### config.mk
export PLATFORM = sky130hd
export DESIGN_NAME = iq_stream_packer
export DESIGN_NICKNAME = d
export VERILOG_FILES = /design/src/rtl/iq_stream_packer.sv
export SDC_FILE = /design/constraint.sdc
export NUM_CORES = 1
export LEC_CHECK = 0
export ABC_AREA = 1
export BUFFER_PORTS_ARGS = -buffer_cell sky130_fd_sc_hd__buf_4
export CORE_MARGIN = 3
export CORE_UTILIZATION = 45
export DETAILED_ROUTE_END_ITERATION = 16
export PLACE_DENSITY_LB_ADDON = 0.3
export SYNTH_ARGS = -nofsm -noshare
export SYNTH_HDL_FRONTEND = slang
export SYNTH_SLANG_ARGS = --single-unit
export TNS_END_PERCENT = 50
### constraint.sdc
create_clock -name i_clk -period 4.6 [get_ports i_clk]
set_input_delay 0.46 -clock i_clk [delete_from_list [all_inputs] [get_ports i_clk]]
set_output_delay 0.46 -clock i_clk [all_outputs]
set_load 0.02 [all_outputs]
### src/rtl/iq_stream_packer.sv
// -----------------------------------------------------------------------------
// iq_stream_packer
//
// Snapshots N_CH decimated I/Q channel pairs on each accepted strobe and
// serialises them into MIN-style framed byte packets:
//   AA AA AA | ID | LEN | [SEQ] | payload (big-endian) | CHK
// with a 0x55 stuff byte after every two consecutive 0xAA body bytes.
// A one-deep pending buffer absorbs one strobe while a frame is on the wire;
// further strobes are dropped and counted.
//
// Ports
//   i_clk, i_rst     clock, asynchronous active-high reset
//   i_en             capture enable (gates strobe acceptance only)
//   i_strobe         single-cycle decimated-sample strobe
//   i_data           samples, MSB-first: ch0 I, ch0 Q, ch1 I, ...
//   i_ready          downstream can take a byte
//   o_data/o_valid   byte stream; a byte transfers on o_valid && i_ready
//   o_busy           frame in progress or pending
//   o_overrun        sticky: at least one frame dropped since reset
//   o_drop_count     dropped-frame count, saturating at 255
// -----------------------------------------------------------------------------
module iq_stream_packer #(
  parameter int         N_CH         = 2,
  parameter int         SAMPLE_WIDTH = 16,
  parameter logic [7:0] PACKET_ID    = 8'h01,
  parameter bit         SEQ_EN       = 1'b1
) (
  input  logic                           i_clk,
  input  logic                           i_rst,
  input  logic                           i_en,
  input  logic                           i_strobe,
  input  logic [N_CH*2*SAMPLE_WIDTH-1:0] i_data,
  input  logic                           i_ready,
  output logic [7:0]                     o_data,
  output logic                           o_valid,
  output logic                           o_busy,
  output logic                           o_overrun,
  output logic [7:0]                     o_drop_count
);

  localparam int         DW        = N_CH * 2 * SAMPLE_WIDTH;
  localparam int         PAY_BYTES = DW / 8;
  localparam int         LEN       = PAY_BYTES + (SEQ_EN ? 1 : 0);
  localparam logic [7:0] LEN_BYTE  = 8'(LEN);
  localparam logic [7:0] LAST_PAY  = 8'(PAY_BYTES - 1);

  if (N_CH < 1 || N_CH > 16) begin : g_bad_nch
    $error("iq_stream_packer: N_CH must be 1..16");
  end
  if (SAMPLE_WIDTH != 8 && SAMPLE_WIDTH != 16 &&
      SAMPLE_WIDTH != 24 && SAMPLE_WIDTH != 32) begin : g_bad_sw
    $error("iq_stream_packer: SAMPLE_WIDTH must be 8, 16, 24 or 32");
  end
  if (LEN > 255) begin : g_bad_len
    $error("iq_stream_packer: frame length exceeds 255");
  end

  typedef enum logic [2:0] {
    S_IDLE, S_HDR, S_ID, S_LEN, S_SEQ, S_PAY, S_CHK, S_STUFF
  } state_e;

  state_e          state_q, state_d;
  state_e          ret_q, ret_d;           // state to resume after STUFF
  logic [7:0]      idx_q, idx_d;           // header / payload byte index
  logic [7:0]      sum_q, sum_d;           // running checksum sum
  logic            aa_q, aa_d;             // previous body byte was 0xAA
  logic [7:0]      seq_q, seq_d;
  logic            pend_full_q, pend_full_d;
  logic            overrun_q, overrun_d;
  logic [7:0]      drop_q, drop_d;
  logic [DW-1:0]   act_q, act_d;           // shifts left as payload goes out
  logic [DW-1:0]   pend_q, pend_d;
  logic [7:0]      act_seq_q, act_seq_d;
  logic [7:0]      pend_seq_q, pend_seq_d;

  logic            xfer;
  logic            acc;
  logic            free_slot;
  logic            have_next;
  state_e          end_state;

  assign xfer = (state_q != S_IDLE) && i_ready;
  assign acc  = i_strobe && i_en;

  // ---------------------------------------------------------------------------
  // State register
  // ---------------------------------------------------------------------------
  // NOTE: sequential state uses non-blocking assignments so every register
  // samples the pre-edge values of its peers, independent of statement order.
  always_ff @(posedge i_clk or posedge i_rst) begin
    if (i_rst) begin
      state_q     <= S_IDLE;
      ret_q       <= S_IDLE;
      idx_q       <= '0;
      sum_q       <= '0;
      aa_q        <= 1'b0;
      seq_q       <= '0;
      pend_full_q <= 1'b0;
      overrun_q   <= 1'b0;
      drop_q      <= '0;
    end else begin
      state_q     <= state_d;
      ret_q       <= ret_d;
      idx_q       <= idx_d;
      sum_q       <= sum_d;
      aa_q        <= aa_d;
      seq_q       <= seq_d;
      pend_full_q <= pend_full_d;
      overrun_q   <= overrun_d;
      drop_q      <= drop_d;
    end
  end

  // NOTE: sample buffers carry no reset; they are only read after being
  // loaded, and the valid/full flags that qualify them are reset.
  always_ff @(posedge i_clk) begin
    act_q      <= act_d;
    pend_q     <= pend_d;
    act_seq_q  <= act_seq_d;
    pend_seq_q <= pend_seq_d;
  end

  // ---------------------------------------------------------------------------
  // Next-state logic
  // ---------------------------------------------------------------------------
  // NOTE: every signal written here gets a default first so no path can
  // leave one unassigned and infer a latch.
  always_comb begin
    state_d     = state_q;
    ret_d       = ret_q;
    idx_d       = idx_q;
    sum_d       = sum_q;
    aa_d        = aa_q;
    seq_d       = seq_q;
    pend_full_d = pend_full_q;
    overrun_d   = overrun_q;
    drop_d      = drop_q;
    act_d       = act_q;
    pend_d      = pend_q;
    act_seq_d   = act_seq_q;
    pend_seq_d  = pend_seq_q;
    have_next   = 1'b0;

    // Sequence numbers are consumed by every accepted strobe, dropped or not.
    if (acc) seq_d = seq_q + 8'd1;

    // The active buffer becomes free when idle, when CHK goes out, or when a
    // trailing stuff byte after CHK goes out. The pending slot is freed at the
    // same moment, so a strobe arriving then is never dropped.
    free_slot = (state_q == S_IDLE) ||
                (xfer && (state_q == S_CHK ||
                          (state_q == S_STUFF && ret_q == S_IDLE)));

    if (free_slot) begin
      if (pend_full_q) begin
        act_d       = pend_q;
        act_seq_d   = pend_seq_q;
        have_next   = 1'b1;
        pend_full_d = acc;
        if (acc) begin
          pend_d     = i_data;
          pend_seq_d = seq_q;
        end
      end else if (acc) begin
        act_d     = i_data;
        act_seq_d = seq_q;
        have_next = 1'b1;
      end
    end else if (acc) begin
      if (!pend_full_q) begin
        pend_d      = i_data;
        pend_seq_d  = seq_q;
        pend_full_d = 1'b1;
      end else begin
        overrun_d = 1'b1;
        if (drop_q != 8'hFF) drop_d = drop_q + 8'd1;
      end
    end

    end_state = have_next ? S_HDR : S_IDLE;

    unique case (state_q)
      S_IDLE: begin
        if (have_next) begin
          state_d = S_HDR;
          idx_d   = '0;
        end
      end
      S_HDR: begin
        if (xfer) begin
          if (idx_q == 8'd2) begin
            state_d = S_ID;
            idx_d   = '0;
            aa_d    = 1'b0;
            sum_d   = '0;
          end else begin
            idx_d = idx_q + 8'd1;
          end
        end
      end
      S_ID: begin
        if (xfer) begin
          sum_d   = sum_q + o_data;
          state_d = S_LEN;
        end
      end
      S_LEN: begin
        if (xfer) begin
          sum_d   = sum_q + o_data;
          state_d = SEQ_EN ? S_SEQ : S_PAY;
        end
      end
      S_SEQ: begin
        if (xfer) begin
          sum_d   = sum_q + o_data;
          state_d = S_PAY;
        end
      end
      S_PAY: begin
        if (xfer) begin
          sum_d = sum_q + o_data;
          act_d = {act_q[DW-9:0], 8'h00};
          if (idx_q == LAST_PAY) begin
            state_d = S_CHK;
            idx_d   = '0;
          end else begin
            idx_d = idx_q + 8'd1;
          end
        end
      end
      S_CHK: begin
        if (xfer) begin
          state_d = end_state;
          idx_d   = '0;
        end
      end
      S_STUFF: begin
        if (xfer) begin
          if (ret_q == S_IDLE) begin
            state_d = end_state;
            idx_d   = '0;
          end else begin
            state_d = ret_q;
          end
        end
      end
      default: state_d = S_IDLE;
    endcase

    // Stuffing overlays the body states: a second consecutive 0xAA diverts
    // to STUFF, remembering where the frame would have gone.
    if (xfer && (state_q == S_ID || state_q == S_LEN || state_q == S_SEQ ||
                 state_q == S_PAY || state_q == S_CHK)) begin
      if (o_data == 8'hAA) begin
        if (aa_q) begin
          ret_d   = state_d;
          state_d = S_STUFF;
          aa_d    = 1'b0;
        end else begin
          aa_d = 1'b1;
        end
      end else begin
        aa_d = 1'b0;
      end
    end
  end

  // ---------------------------------------------------------------------------
  // Output logic
  // ---------------------------------------------------------------------------
  always_comb begin
    o_valid      = (state_q != S_IDLE);
    o_busy       = (state_q != S_IDLE) || pend_full_q;
    o_overrun    = overrun_q;
    o_drop_count = drop_q;
    o_data       = 8'h00;
    unique case (state_q)
      S_IDLE:  o_data = 8'h00;
      S_HDR:   o_data = 8'hAA;
      S_ID:    o_data = PACKET_ID;
      S_LEN:   o_data = LEN_BYTE;
      S_SEQ:   o_data = act_seq_q;
      S_PAY:   o_data = act_q[DW-1 -: 8];
      S_CHK:   o_data = 8'h00 - sum_q;
      S_STUFF: o_data = 8'h55;
      default: o_data = 8'h00;
    endcase
  end

endmodule
==> metrics <==
CP Max Fanout=9; Worst setup EP type=flip-flop; initial DRC count=565; Reg area=4711 um^2; Pwr per Cell Area=692.2 nW/um^2; Peak VDD IR=331.7 uV; Yosys Warn Count=0; # hold bufs at CTS=0; clk buf depth=2; area occupied by multi-input gates=3576 um^2; crit-path cells=inv_2 > nand3_1 > inv_2 > nand2_1 > nand2_1 > nor2_1 > inv_1 > ha_1 > fa_1 > nand3_1 > nand3_1 > nand2_1 > nand2_1 > a21oi_1 > xnor2_1 > nand2_1 > o21ai_0; Filler Cells Inserted=1,762; Reg-to-Reg End=sum_q[6]; Final min period=2.717 ns; ratio of cells with drive above 1 in the final layout=0.1288; RSZ-0062 raised after global routing=false; post-synthesis net count=1,155; Initial Util=0.4646; initial antenna violation count=0; Resized Gates After CTS=0; max-capacitance violation count=0; Lkg Pwr=4.392 nW; Int Pwr=0.004121 W; Worst slew margin=0.3155; antenna diode instance count=0; Final Non-Filler Cells=1,409; worst reg2reg path depth=17; setup_tns=0 ns; cells after synthesis=1,072; worst skew pair latency=0.43 ns; Residual DRC=0; Hold Crit Class=in2async; core area=18,960 um^2; max-slew violation count=0; I/O pin count=88; CTS sink cnt=185; vias in the first global route=7,043; TritonRoute pass-1 iters=5; Routed Antenna Nets=0; Crit path required time=4.95 ns; most frequent CP cell=nand2_1; largest net degree at the start of global routing=77; switching pwr=0.002921 W; maximum clock rate=368.1 MHz; remaining global-route overflow=0; GP Congestion=0.9056; Placed Instances=1,377; Final #Nets=1,219; DP Wirelength=13,800 um; Layout area overhead=15.53%; Yosys reg bits=185; sequential fraction of the synthesis area=0.5348; Buffers & Inverters on Critical Path=3; WL final=20,720 um; nature of the critical path startpoint=flip-flop; syn avg cell area=8.215 um^2; worst-margin pin slew=1.027 ns; first-pass GRT wire length=34,710 um; Clock Tree Root=clkbuf_16; CTS H-tree depth=4; CTS tree=yes; DIE AREA=21,280 um^2; CP peak stage delay=0.54 ns; I/O Buffers=87; Hold Fails Final Rpt=0; DR vias=7,196; Routed wire per std cell=14.70 um; Fin Clk Skew=0.01004 ns; number of failing setup endpoints in the final timing report=0; Worst-path clk slew=0.07 ns; proportion of power drawn by combinational gates=0.420; crit path kind=reg2reg; Chip Height=145.9 um; slowest library cell on the worst path=dfrtp_1; FP Rows=50; Clk pwr share=0.195; Setup Fix Bufs, Post-CTS=0; R2R Path Start=state_q[0]; Die X=145.9 um; vias per cell=5.107; Syn Std Cell Area=8806 um^2; worst path arrival time=3.06 ns; most common cell after layout, fill and taps aside=nand2_1; CP top delay family=simple AND/OR/NAND/NOR gates; commonest cells after routing, fill and taps aside=nand2_1, o21ai_0, nor2_1; total CTS buffers=17; switch share=0.4148; post-synth cell types=35; Flop pwr share=0.385; GRT Resource Usage Total=0.1975; R2R Setup Slk=1.88 ns; status=finished, final reports clean; Final period util=0.5906
[layer usage]
layer  track usage  vias up  routed length, um
met5             0        -                  0
met4       0.06505        0                393
met3       0.03395       35                903
met2        0.3212      177               9838
met1        0.2697     3318               9582
li1              -     3666                  -
[how the worst max path moves through the flow]
stage	start	to	slack, ns	cells past startpoint
finish	state_q[0]	sum_q[6]	1.88	17
global route	state_q[0]	sum_q[6]	1.60	17
CTS	state_q[0]	sum_q[6]	1.89	17
detailed placement	state_q[0]	sum_q[6]	1.93	17
global placement	state_q[0]	sum_q[6]	1.96	17
floorplan	state_q[1]	pend_q[0]	1.02	8
[logic make-up (layout without fill, tap and decap cells)]
| family | count (synthesis) | after routing | share of synthesized area |
|---|---|---|---|
| AOI/OAI and AO/OA | 233 | 233 | 0.1365 |
| xor gates and xnor gates | 20 | 20 | 0.01989 |
| adders and majority gates | 14 | 14 | 0.02075 |
| buffers and inverters | 127 | 204 | 0.06110 |
| DFF | 185 | 185 | 0.5348 |
| and+or+nand+nor | 493 | 493 | 0.2269 |
[cell type report]
cell class | count | area share
Timing Repair Buffer | 95 | 0.07133
Clock inverter | 12 | 0.009839
Tap cell | 260 | 0.03198
Multi-Input combinational cell | 760 | 0.3515
Inverter | 77 | 0.02841
Clock buffer | 20 | 0.04391
Sequential cell | 185 | 0.4630
[synth_stat cells]
cell | instances | share of area
nand4_1 | 10 | 0.0071
nor2_1 | 96 | 0.041
nand3_2 | 1 | 0.0011
nor2_2 | 5 | 0.0036
dfxtp_1 | 64 | 0.15
inv_2 | 7 | 0.0030
clkbuf_1 | 23 | 0.0098
nand3_1 | 43 | 0.024
nor2_4 | 2 | 0.0026
dfrtp_1 | 41 | 0.12
xnor2_1 | 9 | 0.0090
ha_1 | 13 | 0.018
nand3b_1 | 2 | 0.0017
nor3_1 | 5 | 0.0028
a21oi_1 | 77 | 0.044
buf_6 | 2 | 0.0026
inv_1 | 70 | 0.030
a21oi_4 | 1 | 0.0018
o211ai_1 | 2 | 0.0017
o22a_1 | 1 | 0.00099
o21ai_1 | 27 | 0.015
o21ai_2 | 1 | 0.00099
buf_1 | 4 | 0.0017
edfxtp_1 | 80 | 0.27
and2_1 | 3 | 0.0021
buf_4 | 8 | 0.0068
nand2_1 | 322 | 0.14
nor3_2 | 1 | 0.0011
o21ai_0 | 119 | 0.068
fa_1 | 1 | 0.0023
a31oi_2 | 1 | 0.0014
buf_2 | 13 | 0.0074
o22ai_1 | 4 | 0.0028
xor2_1 | 11 | 0.011
nand2_2 | 3 | 0.0021
[per-stage QoR]
step	area [um^2]	util	setup slack, ns	hold slack, ns	total power (W)
detailed placement	9627	0.5079	1.926	0.4317	0.005711
global route	10170	0.5367	1.605	0.1907	0.007674
finish	10170	0.5367	1.883	0.1801	0.007043
CTS	10170	0.5367	1.893	0.1848	0.007091
floorplan	8808	-	1.020	0.4208	0.004895
global placement	9627	0.5079	1.962	0.4295	0.005645
[state kept, by name, indices dropped and copies added, names as in the netlist]
name,flops
act_q,64
pend_q,64
act_seq_q,8
idx_q,8
o_drop_count,8
pend_seq_q,8
seq_q,8
sum_q,8
ret_q,3
state_q,3
aa_q,1
o_overrun,1
pend_full_q,1
[worst min-delay path: stages]
cell and delay (ns):
buf_4 0.11, inv_1 0.04, buf_4 0.47
[power groups by stage]
stage                     clock network (W)  registers [W]  logic, W
after detailed placement                  0        0.00274   0.00297
after global placement                    0        0.00273   0.00292
final                               0.00137        0.00271   0.00295
after CTS                           0.00140        0.00271   0.00298
after global routing                0.00147        0.00278   0.00342
after floorplan                           0        0.00264   0.00225
Power figures use the tool's default switching activity.
